$ cat src/rtl/dm_pkg.sv
// Shared definitions for the single-hart RISC-V debug module: register map,
// abstract-command error codes, register layouts and the abstract FSM states.
package dm_pkg;

    localparam logic [6:0] DM_ADDR_DATA0      = 7'h04;
    localparam logic [6:0] DM_ADDR_DMCONTROL  = 7'h10;
    localparam logic [6:0] DM_ADDR_DMSTATUS   = 7'h11;
    localparam logic [6:0] DM_ADDR_HARTINFO   = 7'h12;
    localparam logic [6:0] DM_ADDR_ABSTRACTCS = 7'h16;
    localparam logic [6:0] DM_ADDR_COMMAND    = 7'h17;

    localparam logic [3:0]  DM_VERSION        = 4'd2;
    localparam logic [15:0] DM_REGNO_GPR_BASE = 16'h1000;
    localparam logic [2:0]  DM_AARSIZE_32     = 3'd2;

    typedef enum logic [2:0] {
        CMDERR_NONE       = 3'd0,
        CMDERR_BUSY       = 3'd1,
        CMDERR_NOTSUP     = 3'd2,
        CMDERR_EXCEPTION  = 3'd3,
        CMDERR_HALTRESUME = 3'd4
    } cmderr_e;

    typedef enum logic [1:0] {
        ABS_IDLE = 2'd0,
        ABS_REQ  = 2'd1,
        ABS_WAIT = 2'd2
    } abs_state_e;

    typedef struct packed {
        logic        haltreq;
        logic        resumereq;
        logic [27:0] rsvd;
        logic        ndmreset;
        logic        dmactive;
    } dmcontrol_t;

    typedef struct packed {
        logic [2:0]  rsvd3;
        logic [4:0]  progbufsize;
        logic [10:0] rsvd2;
        logic        busy;
        logic        rsvd1;
        logic [2:0]  cmderr;
        logic [3:0]  rsvd0;
        logic [3:0]  datacount;
    } abstractcs_t;

    typedef struct packed {
        logic [7:0]  cmdtype;
        logic        rsvd0;
        logic [2:0]  aarsize;
        logic        aarpostincrement;
        logic        postexec;
        logic        transfer;
        logic        write;
        logic [15:0] regno;
    } command_t;

    // dmstatus image: every hart-summary pair reports the single hart twice.
    function automatic logic [31:0] dmstatus_value(input logic halted, input logic resumeack);
        logic [31:0] v;
        v        = 32'd0;
        v[3:0]   = DM_VERSION;
        v[7]     = 1'b1;
        v[9:8]   = {halted, halted};
        v[11:10] = {!halted, !halted};
        v[17:16] = {resumeack, resumeack};
        return v;
    endfunction

endpackage

$ cat src/rtl/dm_abstract_fsm.sv
// Abstract command engine: decodes access-register commands, owns cmderr and
// runs the req/ack handshake with the hart GPR port.
module dm_abstract_fsm
    import dm_pkg::*;
#(
    parameter int XLEN      = 32,
    parameter int GPR_COUNT = 32
) (
    input  logic            clk,
    input  logic            rst_n,
    input  logic            clear_i,
    input  logic            cmd_wr_i,
    input  logic [7:0]      cmd_cmdtype_i,
    input  logic [2:0]      cmd_aarsize_i,
    input  logic            cmd_postexec_i,
    input  logic            cmd_transfer_i,
    input  logic            cmd_write_i,
    input  logic [15:0]     cmd_regno_i,
    input  logic            abscs_wr_i,
    input  logic [2:0]      abscs_w1c_i,
    input  logic            acc_err_i,
    input  logic [XLEN-1:0] data0_i,
    input  logic            hart_halted_i,
    input  logic            hart_reg_ack_i,
    input  logic [XLEN-1:0] hart_reg_rdata_i,
    output logic            busy_o,
    output logic [2:0]      cmderr_o,
    output logic            rd_update_o,
    output logic [XLEN-1:0] rd_data_o,
    output logic            req_o,
    output logic            we_o,
    output logic [4:0]      addr_o,
    output logic [XLEN-1:0] wdata_o
);

    localparam logic [16:0] GPR_BASE = {1'b0, DM_REGNO_GPR_BASE};
    localparam logic [16:0] GPR_END  = 17'(32'h1000 + GPR_COUNT);

    abs_state_e      state_q;
    cmderr_e         cmderr_q;
    logic            req_q;
    logic            we_q;
    logic [4:0]      addr_q;
    logic [XLEN-1:0] wdata_q;

    cmderr_e         dec_err_s;
    logic            dec_go_s;
    logic            busy_s;
    logic [16:0]     regno_ext_s;

    assign busy_s      = (state_q != ABS_IDLE);
    assign regno_ext_s = {1'b0, cmd_regno_i};

    // Command decode: first failing check wins, transfer=0 completes without touching the hart.
    always_comb begin
        dec_err_s = CMDERR_NONE;
        dec_go_s  = 1'b0;
        if ((cmd_cmdtype_i != 8'd0) || cmd_postexec_i ||
            (cmd_transfer_i && (cmd_aarsize_i != DM_AARSIZE_32))) begin
            dec_err_s = CMDERR_NOTSUP;
        end else if (!cmd_transfer_i) begin
            dec_go_s = 1'b0;
        end else if (!hart_halted_i) begin
            dec_err_s = CMDERR_HALTRESUME;
        end else if ((regno_ext_s < GPR_BASE) || (regno_ext_s >= GPR_END)) begin
            dec_err_s = CMDERR_EXCEPTION;
        end else begin
            dec_go_s = 1'b1;
        end
    end

    // Abstract FSM, cmderr and latched GPR request fields.
    always_ff @(posedge clk or negedge rst_n) begin
        if (!rst_n) begin
            state_q  <= ABS_IDLE;
            cmderr_q <= CMDERR_NONE;
            req_q    <= 1'b0;
            we_q     <= 1'b0;
            addr_q   <= 5'd0;
            wdata_q  <= '0;
        end else if (clear_i) begin
            state_q  <= ABS_IDLE;
            cmderr_q <= CMDERR_NONE;
            req_q    <= 1'b0;
            we_q     <= 1'b0;
            addr_q   <= 5'd0;
            wdata_q  <= '0;
        end else begin
            if (busy_s && (cmd_wr_i || abscs_wr_i || acc_err_i)) begin
                if (cmderr_q == CMDERR_NONE) begin
                    cmderr_q <= CMDERR_BUSY;
                end else begin
                    cmderr_q <= cmderr_q;
                end
            end else if (abscs_wr_i) begin
                cmderr_q <= cmderr_e'(cmderr_q & ~abscs_w1c_i);
            end else if (cmd_wr_i && (cmderr_q == CMDERR_NONE)) begin
                if (dec_err_s != CMDERR_NONE) begin
                    cmderr_q <= dec_err_s;
                end else if (dec_go_s) begin
                    state_q <= ABS_REQ;
                    we_q    <= cmd_write_i;
                    addr_q  <= cmd_regno_i[4:0];
                    wdata_q <= data0_i;
                end else begin
                    cmderr_q <= cmderr_q;
                end
            end else begin
                cmderr_q <= cmderr_q;
            end

            case (state_q)
                ABS_IDLE: begin
                    req_q <= 1'b0;
                end
                ABS_REQ: begin
                    req_q   <= 1'b1;
                    state_q <= ABS_WAIT;
                end
                ABS_WAIT: begin
                    if (hart_reg_ack_i) begin
                        req_q   <= 1'b0;
                        state_q <= ABS_IDLE;
                    end else begin
                        req_q <= 1'b1;
                    end
                end
                default: begin
                    req_q   <= 1'b0;
                    state_q <= ABS_IDLE;
                end
            endcase
        end
    end

    assign busy_o      = busy_s;
    assign cmderr_o    = cmderr_q;
    assign rd_update_o = (state_q == ABS_WAIT) && hart_reg_ack_i && !we_q;
    assign rd_data_o   = hart_reg_rdata_i;
    assign req_o       = req_q;
    assign we_o        = we_q;
    assign addr_o      = addr_q;
    assign wdata_o     = wdata_q;

endmodule

$ cat src/rtl/dm_core.sv
// Single-hart RISC-V debug module behind the DTM's DMI bus: register decode,
// data0 storage, halt/resume/ndmreset control and the abstract command engine.
module dm_core
    import dm_pkg::*;
#(
    parameter int ABITS     = 7,
    parameter int XLEN      = 32,
    parameter int GPR_COUNT = 32
) (
    input  logic             clk,
    input  logic             rst_n,
    input  logic             dmi_start,
    input  logic [1:0]       dmi_op,
    input  logic [ABITS-1:0] dmi_address,
    input  logic [XLEN-1:0]  dmi_wdata,
    output logic [XLEN-1:0]  dmi_rdata,
    output logic             dmi_finish,
    output logic             ndmreset,
    output logic             hart_halt_req,
    output logic             hart_resume_req,
    input  logic             hart_halted,
    output logic             hart_reg_req,
    output logic             hart_reg_we,
    output logic [4:0]       hart_reg_addr,
    output logic [XLEN-1:0]  hart_reg_wdata,
    input  logic [XLEN-1:0]  hart_reg_rdata,
    input  logic             hart_reg_ack
);

    logic            dmactive_q;
    logic            dmactive_d;
    logic            haltreq_q;
    logic            ndmreset_q;
    logic            resume_pending_q;
    logic            resumeack_q;
    logic [XLEN-1:0] data0_q;
    logic [XLEN-1:0] data0_d;
    logic [XLEN-1:0] rdata_q;
    logic [XLEN-1:0] rdata_d;
    logic            finish_q;

    logic            rd_s;
    logic            wr_s;
    logic            sel_data0_s;
    logic            sel_dmcontrol_s;
    logic            sel_abscs_s;
    logic            sel_command_s;
    logic            busy_s;
    logic [2:0]      cmderr_s;
    logic            rd_update_s;
    logic [XLEN-1:0] rd_data_s;
    logic            acc_err_s;
    dmcontrol_t      dmctl_rd_s;
    abstractcs_t     abscs_rd_s;

    assign rd_s            = dmi_start && (dmi_op == 2'd1);
    assign wr_s            = dmi_start && (dmi_op == 2'd2);
    assign sel_data0_s     = (dmi_address == ABITS'(DM_ADDR_DATA0));
    assign sel_dmcontrol_s = (dmi_address == ABITS'(DM_ADDR_DMCONTROL));
    assign sel_abscs_s     = (dmi_address == ABITS'(DM_ADDR_ABSTRACTCS));
    assign sel_command_s   = (dmi_address == ABITS'(DM_ADDR_COMMAND));
    assign acc_err_s       = (rd_s || wr_s) && sel_data0_s && busy_s;

    // Next dmactive: only a dmcontrol write can change it.
    always_comb begin
        dmactive_d = dmactive_q;
        if (wr_s && sel_dmcontrol_s) begin
            dmactive_d = dmi_wdata[0];
        end else begin
            dmactive_d = dmactive_q;
        end
    end

    // data0 write port: a completing GPR read beats any DMI write (which is blocked while busy anyway).
    always_comb begin
        data0_d = data0_q;
        if (rd_update_s) begin
            data0_d = rd_data_s;
        end else if (wr_s && sel_data0_s && !busy_s && dmactive_q) begin
            data0_d = dmi_wdata;
        end else begin
            data0_d = data0_q;
        end
    end

    // DMI read mux; unmapped addresses and hartinfo read as zero.
    always_comb begin
        dmctl_rd_s           = '0;
        dmctl_rd_s.haltreq   = haltreq_q;
        dmctl_rd_s.ndmreset  = ndmreset_q;
        dmctl_rd_s.dmactive  = dmactive_q;
        abscs_rd_s           = '0;
        abscs_rd_s.busy      = busy_s;
        abscs_rd_s.cmderr    = cmderr_s;
        abscs_rd_s.datacount = 4'd1;
        rdata_d              = '0;
        if (rd_s) begin
            case (dmi_address)
                ABITS'(DM_ADDR_DATA0):      rdata_d = data0_q;
                ABITS'(DM_ADDR_DMCONTROL):  rdata_d = XLEN'(dmctl_rd_s);
                ABITS'(DM_ADDR_DMSTATUS):   rdata_d = XLEN'(dmstatus_value(hart_halted, resumeack_q));
                ABITS'(DM_ADDR_ABSTRACTCS): rdata_d = XLEN'(abscs_rd_s);
                default:                    rdata_d = '0;
            endcase
        end else begin
            rdata_d = '0;
        end
    end

    // DMI response, data0 and run-control registers.
    always_ff @(posedge clk or negedge rst_n) begin
        if (!rst_n) begin
            finish_q         <= 1'b0;
            rdata_q          <= '0;
            dmactive_q       <= 1'b0;
            data0_q          <= '0;
            haltreq_q        <= 1'b0;
            ndmreset_q       <= 1'b0;
            resume_pending_q <= 1'b0;
            resumeack_q      <= 1'b0;
        end else begin
            finish_q   <= dmi_start;
            rdata_q    <= dmi_start ? rdata_d : rdata_q;
            dmactive_q <= dmactive_d;
            data0_q    <= dmactive_d ? data0_d : '0;
            if (!dmactive_d) begin
                haltreq_q        <= 1'b0;
                ndmreset_q       <= 1'b0;
                resume_pending_q <= 1'b0;
                resumeack_q      <= 1'b0;
            end else if (wr_s && sel_dmcontrol_s && dmactive_q) begin
                haltreq_q  <= dmi_wdata[31];
                ndmreset_q <= dmi_wdata[1];
                if (dmi_wdata[30] && !dmi_wdata[31]) begin
                    resume_pending_q <= 1'b1;
                    resumeack_q      <= 1'b0;
                end else if (resume_pending_q && !hart_halted) begin
                    resume_pending_q <= 1'b0;
                    resumeack_q      <= 1'b1;
                end else begin
                    resume_pending_q <= resume_pending_q;
                end
            end else if (resume_pending_q && !hart_halted) begin
                resume_pending_q <= 1'b0;
                resumeack_q      <= 1'b1;
            end else begin
                resume_pending_q <= resume_pending_q;
            end
        end
    end

    dm_abstract_fsm #(
        .XLEN      (XLEN),
        .GPR_COUNT (GPR_COUNT)
    ) u_abs (
        .clk              (clk),
        .rst_n            (rst_n),
        .clear_i          (!dmactive_d),
        .cmd_wr_i         (wr_s && sel_command_s),
        .cmd_cmdtype_i    (dmi_wdata[31:24]),
        .cmd_aarsize_i    (dmi_wdata[22:20]),
        .cmd_postexec_i   (dmi_wdata[18]),
        .cmd_transfer_i   (dmi_wdata[17]),
        .cmd_write_i      (dmi_wdata[16]),
        .cmd_regno_i      (dmi_wdata[15:0]),
        .abscs_wr_i       (wr_s && sel_abscs_s),
        .abscs_w1c_i      (dmi_wdata[10:8]),
        .acc_err_i        (acc_err_s),
        .data0_i          (data0_q),
        .hart_halted_i    (hart_halted),
        .hart_reg_ack_i   (hart_reg_ack),
        .hart_reg_rdata_i (hart_reg_rdata),
        .busy_o           (busy_s),
        .cmderr_o         (cmderr_s),
        .rd_update_o      (rd_update_s),
        .rd_data_o        (rd_data_s),
        .req_o            (hart_reg_req),
        .we_o             (hart_reg_we),
        .addr_o           (hart_reg_addr),
        .wdata_o          (hart_reg_wdata)
    );

    assign dmi_rdata       = rdata_q;
    assign dmi_finish      = finish_q;
    assign ndmreset        = ndmreset_q;
    assign hart_halt_req   = haltreq_q;
    assign hart_resume_req = resume_pending_q;

endmodule

$ cat config.mk
export PLATFORM = sky130hd
export DESIGN_NAME = dm_core
export DESIGN_NICKNAME = d
export VERILOG_FILES = /design/src/rtl/dm_pkg.sv /design/src/rtl/dm_abstract_fsm.sv /design/src/rtl/dm_core.sv
export SDC_FILE = /design/constraint.sdc
export NUM_CORES = 1
export LEC_CHECK = 0
export CAP_MARGIN = 40
export CORE_UTILIZATION = 43
export CTS_CLUSTER_DIAMETER = 150
export DETAILED_ROUTE_END_ITERATION = 6
export PLACE_DENSITY = 0.77
export SYNTH_ARGS = -nofsm -noshare
export SYNTH_HDL_FRONTEND = slang
export SYNTH_SLANG_ARGS = --single-unit
$ cat constraint.sdc
create_clock -name clk -period 1.98 [get_ports clk]
set_clock_uncertainty 0.05 [all_clocks]
set_input_delay 0.396 -clock clk [delete_from_list [all_inputs] [get_ports clk]]
set_output_delay 0.396 -clock clk [all_outputs]
set_load 0.02 [all_outputs]
==> metrics.txt <==
clock power share=51.3%; Logic pwr share=7.9%; Worst setup endpoint=u_abs.addr_o[4]; reg2reg path depth=10; CTS buffer count=17; Max-Cap Viols=0; number of I/O pins=153; Post-Syn Area per Cell=10.76 sq um; Core Region=11,560 sq um; GRT Residual Overflow=0; Post-DRT Antenna Nets=0; Seq cells post-synth=114; vias in the first global route=5,373; Worst Setup Slack, final=-0.3526 ns; buffers added on ports=152; Starting Density=44.56%; post-synthesis cell count=479; detailed-route DRC error count=11; NetSw=1.295 mW; routability cong.=0.9184; Post-Synthesis Net Count=561; PwrDens=650.7 nW/um^2; DRT iter0 DRCs=475; violated checks=design-rule violations, negative setup slack; WL/cell=22.86 microns; Worst Path Max Fanout=4; via/cell ratio=6.114; hold_ws=0.3098 ns; worst-case clock buffer depth=2; Critical R2R Launch=u_abs.state_q[0]; R2R setup slack=-0.24 ns; RSZ-0062 raised after global routing=yes; CTS H-Tree Depth=4; largest net degree at the start of global routing=49; type of the worst min-delay path=input port to flop; drt first pass iters=7; Detail Placement HPWL=11,870 microns; Die ar.=12,430 sq um; Pint=4.427 mW; status=finished with violations; Final nets=815; Antenna Cells=0; most frequent cells in the layout=clkdlybuf4s50_1, dfrtp_1, buf_4, nor2_1, inv_1; reg2reg end=u_abs.addr_o[4]; Tcrit/Tclk final=117.8%; Max Freq=428.7 MHz; setup tns final=-11.60 ns; Core Util, Final=76.04%; first-pass GRT wire length=29,770 microns; Crit. End Element=flop; Worst-Margin Slew=0.3783 ns; Worst setup SP type=input port; Die W=111.5 microns; CTS tree=done; VDD IR-drop max=0.5568 mV; Final Hold Vio Count=0; Slew headroom=74.59%; area delta synth->final=70.62%; critical path class=input port to flop; via count=5,429; switching share of power=22.63%; crit path from=dmi_wdata[29]; sequential power share=40.8%; Post-synth EDFFs=0; clk slew on worst S/H paths=0.06 ns; Pins Over Slew Limit=0; asr flop ratio synth=100.0%; Synth Cell Area=5154 sq um; Syn. warnings=0; DRT Wirelength=20,300 microns; share of cells above drive strength 1=28.59%; crit path DAT=2.57 ns; chip height=111.5 microns; Tot GR Track Use=31.37%; register area share after synthesis=55.35%; required time worst endpoint=2.22 ns; most common cell after layout, fill and taps aside=clkdlybuf4s50_1; final setup fails=59; minimum clock period=2.333 ns; # rows=39; clock root cell=clkbuf_16; Setup WS pre-CTS=-0.9230 ns; main flop type after synthesis=dfrtp_1; Unique masters post-synth=49; initial antenna violation count=0; clock insertion delay at the later pin of the skew report=0.41 ns; CTS sink cnt=114; leakage=3.953 nW
repair_timing:
action	4_1_cts	5_1_grt
pin swaps	40	27
gates resized for setup	123	43
hold endpoints to repair	19	0
cloned	6	3
hold buffers	1	0
setup buffers	22	8
endpoints found under the setup margin	102	63
registers in the layout (all words and copies together) (netlist names), 2 cells and up:
name / cells
data0_q: 32
dmi_rdata: 32
u_abs.addr_o: 5
u_abs.cmderr_o: 3
u_abs.state_q: 2
u_abs.wdata_o: 32
cells by family (layout without fill, tap and decap cells):
kind of cell               after synthesis  after routing  share of synthesized area, %
AOI/OAI and AO/OA                      135            135                         18.91
xor gates and xnor gates                 1              1                        0.1700
adders and majority gates                4              4                        0.9711
buffers and inverters                   73            339                         5.778
DFF                                    114            114                         55.35
muxes                                   36             36                         7.259
and+or+nand+nor                        116            116                         11.56
synth_stat cells (6+ instances only):
library cell  instances  area, sq um
clkbuf_1             23        86.33
a21oi_1              12        60.06
o22ai_1              13        81.33
a211oi_1             32        240.2
dfrtp_1             114         2853
o21ai_0              22        110.1
nor2_1               42        157.7
buf_4                 6        45.04
nor3_1               10        50.05
inv_1                43        161.4
mux2i_1              34        340.3
nand2_1              24        90.09
a22o_1               40        350.3
worst max-delay path, cell delays in order:
cell and delay, ns:
buf_8 0.11, nor4_4 0.41, o2111ai_4 0.20, or2_4 0.28, buf_6 0.12, nor4_4 0.31
buf_4 0.18, nor2_4 0.05, buf_6 0.14, buf_16 0.14, a22o_1 0.21
routing by layer:
| layer | GRT usage, % | vias to the layer above | part of all wire, % |
|---|---|---|---|
| met1 | 38.86 | 2698 | 37 |
| met4 | 13.60 | 0 | 5.0 |
| met2 | 54.04 | 381 | 50 |
| li1 | - | 2251 | - |
| met3 | 5.498 | 99 | 7.7 |
| met5 | 0 | - | 0 |
metrics by stage:
stage	power (mW)	instances	cell area, sq um
final	5.722	888	8793
after global routing	5.859	888	8793
after CTS	5.675	879	8508
after detailed placement	2.767	821	7467
after global placement	2.758	821	7467
after floorplan	2.452	479	5229
how the worst min path moves through the flow:
| stage | start | endpoint | slack (ns) | cells after the start |
|---|---|---|---|---|
| 3_5_place_dp | rst_n | dmi_rdata[20] | 0.25 | 1 |
| 3_3_place_gp | rst_n | dmi_rdata[21] | 0.25 | 1 |
| 5_1_grt | dmi_wdata[22] | data0_q[22] | 0.34 | 3 |
| 2_1_floorplan | rst_n | data0_q[0] | 0.05 | 0 |
| 4_1_cts | dmi_wdata[22] | data0_q[22] | 0.32 | 3 |
| 6_report | dmi_wdata[22] | data0_q[22] | 0.31 | 3 |
layout make-up:
class	count	area, sq um
Sequential cell	114	2853
Fill cell	657	2771
Timing Repair Buffer	265	2715
Multi-Input combinational cell	292	2322
Clock buffer	20	446.7
Tap cell	143	178.9
Inverter	43	163.9
Clock inverter	11	113.9
power groups by stage:
stage	sequential [mW]	combinational [mW]	clock, mW
floorplan	2.38	0.0745	0
global placement	2.38	0.383	0
detailed placement	2.38	0.392	0
CTS	2.34	0.414	2.93
global route	2.33	0.473	3.05
finish	2.34	0.449	2.94
(Power assumes the default switching activity.)
